File: src/rtl/fetch_unit.sv
// Instruction fetch stage: owns the memory port, fetches 1/2-byte instructions, hands them off via valid/ready.
// Optional: define FETCH_STALL_CNT_EN to add a saturating stall_cnt output.
module fetch_unit #(
    parameter int                 ADDR_W    = 8,
    parameter int                 DATA_W    = 8,
    parameter logic [ADDR_W-1:0]  RESET_VEC = '0
) (
    input  logic              clk,
    input  logic              rst_n,
    output logic [ADDR_W-1:0] mem_addr,
    output logic              mem_we,
    output logic [DATA_W-1:0] mem_wdata,
    input  logic [DATA_W-1:0] mem_rdata,
    input  logic              dmem_req,
    input  logic              dmem_we,
    input  logic [ADDR_W-1:0] dmem_addr,
    input  logic [DATA_W-1:0] dmem_wdata,
    output logic [DATA_W-1:0] dmem_rdata,
    input  logic              fetch_en,
    input  logic              br_valid,
    input  logic [ADDR_W-1:0] br_target,
    output logic              inst_valid,
    input  logic              inst_ready,
    output logic [DATA_W-1:0] inst_op,
    output logic [DATA_W-1:0] inst_arg,
    output logic [ADDR_W-1:0] inst_pc
`ifdef FETCH_STALL_CNT_EN
    ,
    output logic [15:0]       stall_cnt
`endif
);

    typedef enum logic [1:0] {
        ST_OP  = 2'd0,
        ST_ARG = 2'd1,
        ST_VAL = 2'd2
    } state_t;

    state_t            state_q, state_d;
    logic [ADDR_W-1:0] pc_q, pc_d;
    logic [DATA_W-1:0] op_q, op_d;
    logic [DATA_W-1:0] arg_q, arg_d;
    logic [ADDR_W-1:0] ipc_q, ipc_d;
    logic              valid_q, valid_d;

    // Data accesses always win the shared port; fetch simply waits.
    assign mem_addr   = dmem_req ? dmem_addr : pc_q;
    assign mem_we     = dmem_req & dmem_we;
    assign mem_wdata  = dmem_wdata;
    assign dmem_rdata = mem_rdata;

    always_comb begin
        // NOTE: every next-state value defaults to its register first, so no path can infer a latch.
        state_d = state_q;
        pc_d    = pc_q;
        op_d    = op_q;
        arg_d   = arg_q;
        ipc_d   = ipc_q;

        case (state_q)
            ST_OP: begin
                if (fetch_en && !dmem_req) begin
                    op_d  = mem_rdata;
                    ipc_d = pc_q;
                    pc_d  = pc_q + ADDR_W'(1);
                    if (mem_rdata[DATA_W-1]) begin
                        state_d = ST_ARG;
                    end else begin
                        arg_d   = '0;
                        state_d = ST_VAL;
                    end
                end
            end
            ST_ARG: begin
                if (!dmem_req) begin
                    arg_d   = mem_rdata;
                    pc_d    = pc_q + ADDR_W'(1);
                    state_d = ST_VAL;
                end
            end
            ST_VAL: begin
                if (inst_ready) state_d = ST_OP;
            end
            default: state_d = ST_OP;
        endcase

        // A redirect cancels whatever this cycle's fetch would have captured.
        if (br_valid) begin
            state_d = ST_OP;
            pc_d    = br_target;
            op_d    = op_q;
            arg_d   = arg_q;
            ipc_d   = ipc_q;
        end
    end

    assign valid_d = (state_d == ST_VAL);

    always_ff @(posedge clk) begin
        // NOTE: reset is synchronous, so it sits inside the clocked branch rather than the sensitivity list.
        if (!rst_n) begin
            state_q <= ST_OP;
            pc_q    <= RESET_VEC;
            op_q    <= '0;
            arg_q   <= '0;
            ipc_q   <= '0;
            valid_q <= 1'b0;
        end else begin
            state_q <= state_d;
            pc_q    <= pc_d;
            op_q    <= op_d;
            arg_q   <= arg_d;
            ipc_q   <= ipc_d;
            valid_q <= valid_d;
        end
    end

    assign inst_valid = valid_q;
    assign inst_op    = op_q;
    assign inst_arg   = arg_q;
    assign inst_pc    = ipc_q;

`ifdef FETCH_STALL_CNT_EN
    logic [15:0] stall_q, stall_d;
    logic        stalled;

    assign stalled = ((state_q == ST_OP) && (dmem_req || !fetch_en)) ||
                     ((state_q == ST_ARG) && dmem_req);
    assign stall_d = (stalled && (stall_q != 16'hFFFF)) ? stall_q + 16'd1 : stall_q;

    always_ff @(posedge clk) begin
        if (!rst_n) stall_q <= '0;
        else        stall_q <= stall_d;
    end

    assign stall_cnt = stall_q;
`endif

endmodule

File: config.mk
export PLATFORM = sky130hd
export DESIGN_NAME = fetch_unit
export DESIGN_NICKNAME = d
export VERILOG_FILES = /design/src/rtl/fetch_unit.sv
export SDC_FILE = /design/constraint.sdc
export NUM_CORES = 1
export LEC_CHECK = 0
export CAP_MARGIN = 10
export CORE_UTILIZATION = 42
export CTS_CLUSTER_DIAMETER = 50
export DETAILED_ROUTE_END_ITERATION = 10
export PLACE_DENSITY_LB_ADDON = 0.15
export SYNTH_ARGS = -nofsm -noshare
export SYNTH_HDL_FRONTEND = slang
export SYNTH_SLANG_ARGS = --single-unit
File: constraint.sdc
create_clock -name clk -period 4.15 [get_ports clk]
set_input_delay 0.83 -clock clk [delete_from_list [all_inputs] [get_ports clk]]
set_output_delay 0.83 -clock clk [all_outputs]
set_load 0.02 [all_outputs]
# Word-level counts from Yosys, hierarchy flattened
# Cells that the tools add are included.
totals:
  ff_bits: 35
  output_inout_bits: 50
classes:
  n_addsub: 1
  n_eq_ne: 8
  n_mux: 15
  bitwise_logic: 2
  reduce_logical: 8
ops:
  columns: ["operator", "n"]
  rows:
  - ["8-bit two-way mux", 7]
  - ["8-bit case mux with 2 select lines", 2]
  - ["2-bit two-way mux", 5]
  - ["8-bit by 1-bit adder with 8-bit output, second input constant", 1]
  - ["2-bit inequality test, second input constant", 3]
  - ["3-bit inequality test, second input constant", 2]
  - ["2-bit case mux with 3 select lines", 1]
  - ["3-bit AND reduction", 2]
  - ["5-bit AND reduction", 1]
  - ["2-bit == test, second input constant", 2]
  - ["3-bit nonzero test", 1]
  - ["2-bit by 1-bit == test with 1-bit output, second input constant", 1]
  - ["2-bit zero test", 1]
  - ["2-bit nonzero test", 1]
  - ["1-bit AND", 1]
  - ["1-bit logical AND", 1]
  - ["1-bit zero test", 1]
  - ["1-bit inverter", 1]

# Logic depth before layout (Yosys ltp)
# Gate-level depths: netlist (run 1).
depth:
  depth_word: 6
  mapped_depth: 6

# Least setup slack after synthesis (run 1)
# OpenSTA, ideal clock, no wires.
synth_timing:
  kind: "input -> output"
  start: "in dmem_req"
  end: "out mem_addr[7]"
  arrival_time_ns: 1.535
  slack_ns: 1.785
  cell_stages: 2
  path_buffers: 1
  path_cell_list: "clkbuf_1 -> o21ai_0"
synth_via:
  elab_chain_len: 1
synth_rtl:
  columns: ["element", "line", "text"]
  rows:
  - ["start, declared", "14", "input logic dmem_req,"]
  - ["8-bit two-way mux", "47", "assign mem_addr = dmem_req ? dmem_addr : pc_q;"]
  - ["end, declared", "10", "output logic [ADDR_W-1:0] mem_addr,"]
# No other way between the ends.

# Worst setup path after layout (run 1)
layout_timing:
  start: "in dmem_req"
  end: "out mem_addr[3]"
# Same word-level chain as after synthesis.

==> results.cfg, run 1 <==
[sta]
period_share_pct = 83.2
maxSlewHeadroom_pct = 59.8
max_freq_mhz = 290
fin_crit_ns = 3.45
fin_hold_ws_ns = 0.480
setup_viol = 0
setup_tns_ns = 0
maxSlewViolCount = 0
clock_skew_ns = 0.00391
tightest_slew_ns = 0.601
hold_viol_final = 0
rsz0062_at_grt = false

[clocking]
cts_hold_buffers = 0
cts-root-buf = clkbuf_8
numCtsBuffers = 5
cts_sinks = 35
clk_path_buf_depth = 2
clock_latency_ns = 0.27
htree_levels = 2
post_cts_resized = 0
clk_pin_slew_worst_paths_ns = 0.06
cts_setup_buffers = 0
tritoncts = yes

[global_route]
grt_usage_pct = 18.2
antenna_found_initial = 0
grt_max_degree = 28
grt_pass1_wl_um = 5950
grt_overflow_total = 0
grt_pass1_vias = 1276

[synth]
ys_ff_latch = 35
mappedNetlistArea_sq_um = 1690
synth_edf_count = 0
synth_fp_nets = 209
yosysWarningCount = 0
yosysSeqAreaShare_pct = 41.4
synthDistinctLibCells = 35
syn-instance-count = 169
synth_area_per_cell_sq_um = 10.0
synthArstFlopShare_pct = 0
synthFlopType = dfxtp_1

[drt]
drtIter0Drc = 62
ant_nets = 0
detail_route.first_pass.iterations = 4
drc_errors = 0
wl_um = 3720
wl_per_cell_um = 13.5
vias_per_cell = 5.11
vias = 1411

[die]
coreArea_sq_um = 3770
design.die.area_sq_um = 4290
die_y_um = 65.5
core.rowCount = 22
ios = 89
fp.dieW_um = 65.5
initial_core_util_pct = 44.9

[worst_setup_path]
rrSetupSlack_ns = 2.63
critical_path.top_delay_family = buffers and inverters
cp.arrival_ns = 2.62
worst_ep_required_time_ns = 3.32
crit_start = dmem_req
end_kind = primary output
timing.rr.end = inst_arg[0]
critPathMaxStageDelay_ns = 0.85
critPathKind = input pin to primary output
start_kind = input pin
path_max_fanout = 14
critPathBufInv = 2
ff2ff_path_depth = 3
crit_top_cell = clkdlybuf4s50_1
crit-reg2reg-launch = state_q[1]
slowest_stage = clkdlybuf4s50_1
crit_chain = clkdlybuf4s50_1 > mux2_2 > clkdlybuf4s50_1

[finish]
final_cells = 276
area_growth_pct = 42.9
num_antenna_cells = 0
fin_nets = 267
fillerInstances = 309
layout-drive-gt1-share_pct = 10.5

[power_and_ir_drop]
powerDensity_nw_per_um2 = 313
design_power_total_w = 0.000759
power.leakage_nw = 0.855
irDropWorstVdd_v = 0.000202

[job]
max_cap_violations = 0

[run_status]
status = complete, no violations

[placement]
portBuffers = 72
finalWeightedCongestion = 0.773
dp_hpwl_um = 2750
placed_cells_incl_taps = 268

[hold_path]
hold_class = flip-flop to flip-flop
hold_end = inst_arg[5]
whs_path_depth = 1
worstHoldStart = inst_arg[5]
[cells in the final DEF, fill, tap and decap left out, drive strengths merged]
cell and count:
or2 2, nor4bb 1, nand4 2, and2b 1
xnor2 5, nand2b 1, o211a 1, dfxtp 35
clkbuf 8, mux2 7, a21oi 9, o21a 1
nor2b 17, a22o 7, o41ai 1, o21ai 9
buf 2, nor4 1, ha 1, nor2 4
nor3 5, xor2 1, nand2 3, a31oi 2
a31o 1, inv 4, and2 1, and4 2
mux2i 17, nand3 5, clkdlybuf4s50 72
[cells in the mapped netlist, types with 2 or more instances]
cell	n	area share, %
nand3_1	5	1.5
nor2_1	2	0.44
buf_4	16	7.1
nor3_2	3	1.8
nor3_1	2	0.59
nand2_1	3	0.66
a31oi_1	2	0.74
buf_6	3	2.0
mux2_2	7	4.7
a21oi_1	9	2.7
dfxtp_1	35	41
mux2i_1	17	10
xnor2_1	5	2.6
clkbuf_1	4	0.89
nor2_2	2	0.74
and4_1	2	1.0
a22o_1	7	3.6
nor2b_1	17	6.3
inv_1	4	0.89
nand4_1	2	0.74
o21ai_0	8	2.4
[worst reg2reg max path, cell delays in order (launching register included)]
cell	delay, ns
dfxtp_1	0.36
or2_1	0.38
nor3_2	0.52
a22o_1	0.21
[registers in the layout, summed over array words and instances (netlist names)]
signal	count
inst_op	8
state_q	2
inst_valid	1
inst_arg	8
inst_pc	8
pc_q	8
[per-layer routing]
layer	wire (um)	track usage, %
met1	1700	22.8
met2	1780	29.9
met3	211	4.51
met4	38	6.79
met5	0	0
[final cells by class]
type / instances / area, sq um / area share [%]
clock buffer: 8 / 100 / 4.13
sequential: 35 / 701 / 28.9
multi-input combinational: 107 / 810 / 33.4
tap: 48 / 60.1 / 2.48
timing repair buffer: 74 / 736 / 30.4
inverter: 4 / 15.0 / 0.620
[power breakdown]
group          internal [W]  switching [W]
Clock              0.000151       0.000108
Combinational     0.0000777      0.0000634
Sequential         0.000347      0.0000115
Total              0.000576       0.000183
[how the worst max path moves through the flow]
stage	endpoint	slack, ns	cells past startpoint
2_1_floorplan	mem_addr[7]	1.79	2
3_3_place_gp	mem_addr[4]	0.73	3
3_5_place_dp	mem_addr[3]	0.69	3
4_1_cts	mem_addr[3]	0.69	3
5_1_grt	mem_addr[5]	0.63	3
6_report	mem_addr[3]	0.70	3
[through the flow]
stage | cell area, sq um | util (%) | worst slack, ns
6_report | 2420 | 64.2 | 0.697
5_1_grt | 2420 | 64.2 | 0.630
4_1_cts | 2420 | 64.2 | 0.689
3_5_place_dp | 2320 | 61.5 | 0.690
3_3_place_gp | 2320 | 61.5 | 0.734
2_1_floorplan | 1690 | - | 1.79
[logic make-up after synthesis]
kind of cell | Yosys count | share of synthesized area [%]
AOI/OAI and AO/OA | 31 | 11.7
xor gates and xnor gates | 6 | 3.10
adders and majority gates | 1 | 0.738
buffers and inverters | 27 | 10.9
DFF | 35 | 41.4
muxes | 24 | 14.7
and+or+nand+nor | 45 | 17.5
No activity file was read; power rests on OpenSTA's default activity.
==> run 2: changes to the inputs <==
--- a/config.mk
+++ b/config.mk
@@ -6,7 +6,7 @@
 export NUM_CORES = 1
 export LEC_CHECK = 0
 export CAP_MARGIN = 10
-export CORE_UTILIZATION = 42
+export CORE_UTILIZATION = 39
 export CTS_CLUSTER_DIAMETER = 50
 export DETAILED_ROUTE_END_ITERATION = 10
 export PLACE_DENSITY_LB_ADDON = 0.15
==> constraint.sdc (replaced) <==
create_clock -name clk -period 3.5 [get_ports clk]
set_input_delay 0.7 -clock clk [delete_from_list [all_inputs] [get_ports clk]]
set_output_delay 0.7 -clock clk [all_outputs]
set_load 0.02 [all_outputs]
==> run 2 against run 1 <==
Sequential power up 19%; via count rose by 0.14%; global-route usage up 0.47 points; cell count increased by 1.1%; non-clock buffer count increased by 1; first-iteration DRC count down 23%; hold slack improved by 0.0031 ns; power up 28%; combinational power is 19% higher.
==> results.cfg, run 2 (synthesized netlist as in run 1, its figures left out) <==
[run_status]
status = complete, no violations

[worst_setup_path]
cp.arrival_ns = 2.47
critical_path.top_delay_family = buffers and inverters
crit_top_cell = clkdlybuf4s50_1
crit_start = dmem_req
critPathKind = input pin to primary output
path_max_fanout = 14
slowest_stage = clkdlybuf4s50_1
worst_ep_required_time_ns = 2.80
rrSetupSlack_ns = 1.86
start_kind = input pin
critPathMaxStageDelay_ns = 0.83
cp.depth = 3
timing.rr.end = inst_op[0]
critPathBufInv = 2
ff2ff_path_depth = 5
end_kind = primary output
crit_chain = clkdlybuf4s50_1 > mux2_2 > clkdlybuf4s50_1
crit-reg2reg-launch = state_q[1]

[power_and_ir_drop]
switching_share_pct = 24.2
pwr-share-seq_pct = 43.9
power.internal_w = 0.000734
irDropWorstVdd_v = 0.000252
power.leakage_nw = 0.870
clockPowerShare_pct = 38.7
switchingPower_w = 0.000234
powerDensity_nw_per_um2 = 396
pwr-share-comb_pct = 17.4
design_power_total_w = 0.000969

[global_route]
grt_overflow_total = 0
met2_usage_pct = 31.8
grt_pass1_wl_um = 6310
grt-busiest-layer = met2
grt_max_degree = 28
grt_usage_pct = 18.7
grt_pass1_vias = 1340
met3_usage_pct = 7.00
met1_usage_pct = 22.2
antenna_found_initial = 0

[drt]
vias_per_cell = 5.06
ant_nets = 0
wl_um = 4010
drc_errors = 0
vias = 1413
wl_per_cell_um = 14.4
drtIter0Drc = 48
detail_route.first_pass.iterations = 4

[placement]
portBuffers = 72
finalWeightedCongestion = 0.782
place_area_sq_um = 2330
dp_hpwl_um = 2930

[sta]
maxSlewViolCount = 0
fin_crit_ns = 3.17
maxSlewHeadroom_pct = 61.6
clock_skew_ns = 0.00445
period_share_pct = 90.6
tightest_slew_ns = 0.575
setup_tns_ns = 0
hold_viol_final = 0
max_freq_mhz = 315
rsz0062_at_grt = false
setup_viol = 0

[finish]
stdcell_area_sq_um = 2450
final_common_cell = clkdlybuf4s50_1
layout-drive-gt1-share_pct = 11.4
fin_util_pct = 59.9
area_growth_pct = 44.5
fin_nets = 268
mostFrequentLayoutCells = clkdlybuf4s50_1, dfxtp_1, nor2b_1, mux2i_1, a21oi_1
num_antenna_cells = 0

[hold_path]
whs_path_depth = 1
worstHoldStart = inst_arg[2]
hold_class = flip-flop to flip-flop
hold_end = inst_arg[2]

[die]
design.die.area_sq_um = 4610
initial_core_util_pct = 41.5
fp.dieW_um = 67.9
coreArea_sq_um = 4090
die_y_um = 67.9
ios = 89
core.rowCount = 23

[clocking]
cts-root-buf = clkbuf_8
numCtsBuffers = 5
cts_hold_buffers = 0
clk_pin_slew_worst_paths_ns = 0.07
post_cts_resized = 0
tritoncts = yes
cts_sinks = 35
htree_levels = 2
cts_setup_buffers = 0
clk_path_buf_depth = 2
clock_latency_ns = 0.29

[job]
max_cap_violations = 0
run 2: cell types whose count changed in the layout (fill, tap and decap cells not counted):
cell	previous run	this run
clkinv_2	0	1
clkbuf_1	1	0
buf_4	2	3
clkbuf_8	7	6
bufinv_16	0	1
run 2: per-stage QoR:
step | setup WS [ns] | hold WS [ns] | std cells
final | 0.328 | 0.483 | 279
after global routing | 0.268 | 0.511 | 279
after CTS | 0.327 | 0.486 | 279
after detailed placement | 0.330 | 0.464 | 271
after global placement | 0.325 | 0.462 | 271
after floorplan | 1.40 | 0.472 | 169
run 2: final cells by class:
cell class | instances | area, sq um
well taps | 50 | 62.6
clock buffers | 6 | 82.6
clock inverters | 2 | 35.0
inverters | 4 | 15.0
multi-input cells | 107 | 810
fillers | 355 | 1640
repair buffers | 75 | 743
flip-flops and latches | 35 | 701
run 2: power by group through the flow:
stage	registers, W	logic (W)	clock network (W)
after CTS	0.000426	0.000170	0.000383
after detailed placement	0.000435	0.000169	0
after global routing	0.000428	0.000181	0.000404
final	0.000426	0.000168	0.000375
after floorplan	0.000438	0.0000984	0
after global placement	0.000434	0.000166	0
run 2: routing by layer:
metal  vias to the layer above  part of all wire, %
met4                         0                 0.85
li1                        697                    -
met1                       653                   42
met5                         -                    0
met2                        57                   51
met3                         6                  6.3
run 2: worst max path at each step:
stage,slack (ns),endpoint
after floorplan,1.40,mem_addr[7]
after detailed placement,0.33,mem_addr[6]
after CTS,0.33,mem_addr[6]
final,0.33,mem_addr[6]
after global routing,0.27,mem_addr[1]
after global placement,0.33,mem_addr[3]
==> RTL change 1: new RTL, flow settings as in run 2 <==
`ADDR_W`: 8 -> 9.
--- a/src/rtl/fetch_unit.sv
+++ b/src/rtl/fetch_unit.sv
@@ -1,7 +1,7 @@
 // Instruction fetch stage: owns the memory port, fetches 1/2-byte instructions, hands them off via valid/ready.
 // Optional: define FETCH_STALL_CNT_EN to add a saturating stall_cnt output.
 module fetch_unit #(
-    parameter int                 ADDR_W    = 8,
+    parameter int                 ADDR_W    = 9,
     parameter int                 DATA_W    = 8,
     parameter logic [ADDR_W-1:0]  RESET_VEC = '0
 ) (
Interface: changed (resized br_target, dmem_addr, inst_pc and mem_addr); port bits go from 89 to 93. The function was not compared with the original's and may differ.
==> RTL change 1 against run 2 <==
Setup slack improved by 0.042 ns; total power fell by 2.5%; sequential cell count rose by 2; design area rose by 6.9%; clock skew rose by 0.0019 ns; count of clock-buffer cells in the layout did not move; clock power fell by 16%; routed wire length rose by 11%; synthesized area rose by 11%; via count rose by 11%; sequential share of layout area fell by 0.33 points; non-clock buffer count rose by 3.
==> RTL change 1: results (changes against run 2) <==
[layout]
fillers=441  ; was 355
antennaDiodeCount=0  ; unchanged
final_nets=308  ; was 268
drive_above_1_share_pct=11.2  ; was 11.4%

[worst_setup_path]
slowest_stage=clkdlybuf4s50_1  ; unchanged
crit_type=input pin to output pin  ; unchanged
r2r_start=state_q[0]  ; was state_q[1]
crit_end=mem_addr[5]  ; was mem_addr[6]
critPathLaunch=dmem_req  ; unchanged
arrival_ns=2.43  ; was 2.47 ns
worst-path-max-fanout=12  ; was 14
reg2reg_depth=4  ; was 5
r2r_slack_ns=1.88  ; was 1.86 ns
slowest_delay_ns=0.78  ; was 0.83 ns
r2r_end=pc_q[7]  ; was inst_op[0]

[routing]
vias=1573  ; was 1,413
drtIter0Drc=76  ; was 48
wl_per_cell_um=13.9  ; was 14.4 um
detailedRoute.firstPassIterationCount=4  ; unchanged

[sta]
slew_violations=0  ; unchanged
fin_skew_ns=0.00635  ; was 0.00445 ns
relSlewSlack_pct=62.6  ; was 61.6%

[global_routing]
grt_pass1_wl_um=7040  ; was 6310 um
antenna_found_initial=0  ; unchanged
track_usage_pct=18.0  ; was 18.7%
grt_max_degree=37  ; was 28
grt_pass1_vias=1503  ; was 1,340

[logic_synthesis]
synth.top_cells.by_count=nand2_1 (40), dfxtp_1 (37), a21boi_0 (16), buf_4 (16)  ; was dfxtp_1 (35), mux2i_1 (17), nor2b_1 (17), buf_4 (16), a21oi_1 (9)
synth_nets=252  ; was 209
yosysMostFrequentCell=nand2_1  ; was dfxtp_1
yosysSeqAreaShare_pct=39.3  ; was 41.4%
synth_warnings=0  ; unchanged
synthFlopType=dfxtp_1  ; unchanged
synth_cell_type_count=43  ; was 35
ys_top_cells_by_area=dfxtp_1 (39%), nand2_1 (8.0%), a21boi_0 (6.4%), buf_4 (6.4%), mux2_2 (5.4%)  ; was dfxtp_1 (41%), mux2i_1 (10%), buf_4 (7.1%), nor2b_1 (6.3%), mux2_2 (4.7%)
ys_async_sr_fraction_pct=0  ; unchanged

[place]
gp_congestion=0.727  ; was 0.782
io_buffers=76  ; was 72
hpwl_um=3110  ; was 2930 um

[cts]
path_clk_slew_ns=0.08
cts-root-buf=clkbuf_8  ; unchanged
cts_buffer_depth=2  ; unchanged
post-cts-setup-buffers=0  ; unchanged
cts-resized-gates=0  ; unchanged
insertion_delay_ns=0.29  ; about the same
htreeDepth=2  ; unchanged
cts_made_buffers=5  ; unchanged

[power_and_ir_drop]
cellLeakagePower_nw=0.917  ; was 0.870 nW
vdd_drop_max_mv=0.215  ; was 0.252 mV

[status]
status=completed  ; unchanged

[min_path]
min_path_type=flip-flop to flip-flop  ; unchanged

## RTL change 1: cell types whose count changed in the layout (fill, tap and decap cells not counted), moves of 3 or more
cell,delta
nor3_2,-3
a22o_1,-7
nand2_1,+37
a21boi_0,+16
a22oi_1,+7
clkdlybuf4s50_1,+4
mux2i_1,-17
nor2b_1,-8
## RTL change 1: final cells by class
cell class	instances	area share (%)
well taps	52	2.48
multi-input cells	142	35.6
flip-flops and latches	37	28.3
repair buffers	78	29.6
clock buffers	6	3.15
clock inverters	2	0.526
inverters	2	0.287
## RTL change 1: layer usage
layer,share of wire (%),vias to the layer above,global-route usage [%]
li1,-,813,-
met1,48,694,24.0
met2,45,62,27.5
met3,6.7,4,6.33
met4,0.50,0,5.88
met5,0,-,0
## RTL change 1: kinds of logic after synthesis
kind of cell / count (synthesis) / synth area share (%)
xor+xnor: 6 / 2.79
simple gates: 79 / 24.0
buf+inv: 31 / 11.2
compound gates: 47 / 16.7
mux: 9 / 5.38
fa+ha+maj: 1 / 0.663
flops: 37 / 39.3
## RTL change 1: how the worst min path moves through the flow
stage,start,end,slack [ns],cells past startpoint
2_1_floorplan,pc_q[2],inst_pc[2],0.47,2
3_3_place_gp,inst_op[2],inst_op[2],0.44,2
3_5_place_dp,inst_op[2],inst_op[2],0.45,2
4_1_cts,inst_op[2],inst_op[2],0.46,2
5_1_grt,inst_op[1],inst_op[1],0.49,2
6_report,inst_op[2],inst_op[2],0.45,2
## RTL change 1: stage by stage
step | total power, W | utilization [%] | instance area, um^2 | setup slack [ns] | instances
finish | 0.000945 | 58.1 | 2620 | 0.370 | 319
global route | 0.000989 | 58.1 | 2620 | 0.291 | 319
CTS | 0.000955 | 58.1 | 2620 | 0.353 | 319
detailed placement | 0.000638 | 56.0 | 2520 | 0.353 | 311
global placement | 0.000637 | 56.0 | 2520 | 0.397 | 311
floorplan | 0.000569 | - | 1890 | 1.15 | 210
## RTL change 1: critical path: cells and delay by family
kind | cells | cell delay [ns]
buffers and inverters | 2 | 1.33
muxes | 1 | 0.40
## RTL change 1: where the power goes
group	switching, W	internal [W]	leakage, nW
Sequential	0.0000151	0.000435	0.301
Combinational	0.0000814	0.0000971	0.565
Clock	0.000157	0.000160	0.0512
==> RTL change 2: new RTL, config.mk and constraints of run 2 <==
Made on the original files. Take the reset off `op_q` and load it in a clocked block of its own.
--- a/src/rtl/fetch_unit.sv
+++ b/src/rtl/fetch_unit.sv
@@ -101,18 +101,20 @@
         if (!rst_n) begin
             state_q <= ST_OP;
             pc_q    <= RESET_VEC;
-            op_q    <= '0;
             arg_q   <= '0;
             ipc_q   <= '0;
             valid_q <= 1'b0;
         end else begin
             state_q <= state_d;
             pc_q    <= pc_d;
-            op_q    <= op_d;
             arg_q   <= arg_d;
             ipc_q   <= ipc_d;
             valid_q <= valid_d;
         end
+    end
+
+    always_ff @(posedge clk) begin
+        op_q <= op_d;
     end
 
     assign inst_valid = valid_q;
Function: changed (Yosys sat finds a counterexample within 4 cycles, from zero or initial values and one cycle with rst_n low).
==> RTL change 2 against run 2 <==
Total power shrank 10%; critical endpoint is now mem_addr[3]; via count shrank 5.6%; synthesized area fell by 0.52%; highest routed layer unchanged; critical path type unchanged; setup slack better by 0.071 ns; register-to-register slack better by 0.11 ns; die area down 0.51%; clock skew grew 0.0017 ns; sequential cell count unchanged; core utilization shrank 1.7 points; routed wire length shrank 6.0%; global-route usage shrank 0.77 points; design area is 2.8% lower.
==> RTL change 2: results (changes against run 2) <==
[status]
status=completed  ; unchanged

[logic_synthesis]
synth_nets=197  ; was 209
synth_edf_count=8  ; was 0
synth_cell_type_count=42  ; was 35
ys_top_cells_by_area=dfxtp_1 (32%), edfxtp_1 (14%), buf_4 (7.1%), mux2_2 (6.0%), mux2i_1 (5.3%)  ; was dfxtp_1 (41%), mux2i_1 (10%), buf_4 (7.1%), nor2b_1 (6.3%), mux2_2 (4.7%)
yosysSeqAreaShare_pct=46.3  ; was 41.4%
synth.top_cells.by_count=dfxtp_1 (27), buf_4 (16), mux2_2 (9), mux2i_1 (9), nor2b_1 (9)  ; was dfxtp_1 (35), mux2i_1 (17), nor2b_1 (17), buf_4 (16), a21oi_1 (9)

[global_routing]
grt_pass1_vias=1229  ; was 1,340
grt_max_degree=22  ; was 28
antenna_found_initial=0  ; unchanged
grt_pass1_wl_um=5930  ; was 6310 um
track_usage_pct=17.9  ; was 18.7%

[worst_setup_path]
arrival_ns=2.40  ; was 2.47 ns
r2r_slack_ns=1.97  ; was 1.86 ns
worst-path-max-fanout=10  ; was 14

[cts]
cts-resized-gates=0  ; unchanged
cts-root-buf=clkbuf_8  ; unchanged
htreeDepth=2  ; unchanged

[layout]
drive_above_1_share_pct=10.7  ; was 11.4%
final_nets=254  ; was 268
fillers=368  ; was 355

[routing]
post_drt_via_cell_ratio=5.03  ; was 5.06
detailedRoute.firstPassIterationCount=5  ; was 4
drtIter0Drc=73  ; was 48
wl_per_cell_um=14.2  ; was 14.4 um

[place]
hpwl_um=2830  ; was 2930 um
io_buffers=72  ; unchanged
gp_congestion=0.747  ; was 0.782

[power_and_ir_drop]
vdd_drop_max_mv=0.185  ; was 0.252 mV
cellLeakagePower_nw=0.897  ; was 0.870 nW
switching_share_pct=25.0  ; was 24.2%

[sta]
fin_skew_ns=0.00612  ; was 0.00445 ns
worstMarginPinSlew_ns=0.642  ; was 0.575 ns

[RTL change 2: metrics by stage]
stage | hold slack, ns | cell area (um^2) | utilization, % | setup WS [ns] | std cells
finish | 0.479 | 2380 | 58.2 | 0.399 | 265
global route | 0.501 | 2380 | 58.2 | 0.335 | 265
CTS | 0.481 | 2380 | 58.2 | 0.369 | 265
detailed placement | 0.466 | 2300 | 56.3 | 0.368 | 257
global placement | 0.462 | 2300 | 56.3 | 0.405 | 257
floorplan | 0.481 | 1690 | - | 1.37 | 157
[RTL change 2: kinds of logic (layout without fill, tap and decap cells)]
kind of cell               Yosys count  count (layout)  synth area share, %
AOI/OAI and AO/OA                   27              27                 11.8
xor gates and xnor gates             6               6                 3.12
adders and majority gates            1               1                0.742
buffers and inverters               28              86                 11.8
DFF                                 35              35                 46.3
muxes                               18              18                 11.4
and+or+nand+nor                     42              42                 14.8
[RTL change 2: critical path, cell delays in order]
cell and delay (ns):
clkdlybuf4s50_1 0.76, mux2_2 0.39, clkdlybuf4s50_1 0.54
[RTL change 2: worst paths after layout]
check              start          end  cells after the start
max             dmem_req  mem_addr[3]                      3
min          inst_arg[3]  inst_arg[3]                      1
max reg2reg   state_q[1]  inst_arg[6]                      3
min reg2reg  inst_arg[3]  inst_arg[3]                      1
[RTL change 2: layer usage]
metal / up-vias / share of wire [%] / global-route usage (%)
met3: 10 / 7.7 / 6.08
li1: 659 / - / -
met5: - / 0 / 0
met1: 594 / 43 / 22.8
met4: 0 / 1.7 / 6.38
met2: 71 / 47 / 27.8
[RTL change 2: power by group through the flow]
stage	registers (W)	clock network [W]	logic, W
after CTS	0.000441	0.000273	0.000165
after global placement	0.000449	0	0.000162
after floorplan	0.000453	0	0.0000983
after global routing	0.000443	0.000290	0.000177
after detailed placement	0.000450	0	0.000164
final	0.000441	0.000266	0.000164
[RTL change 2: cell type report]
cell class,count,area (um^2),area share (%)
sequential,35,781,32.8
timing repair buffer,74,736,30.9
multi-input combinational,94,706,29.7
clock buffer,6,72.6,3.05
tap,50,62.6,2.63
inverter,4,15.0,0.631
clock inverter,2,7.51,0.315
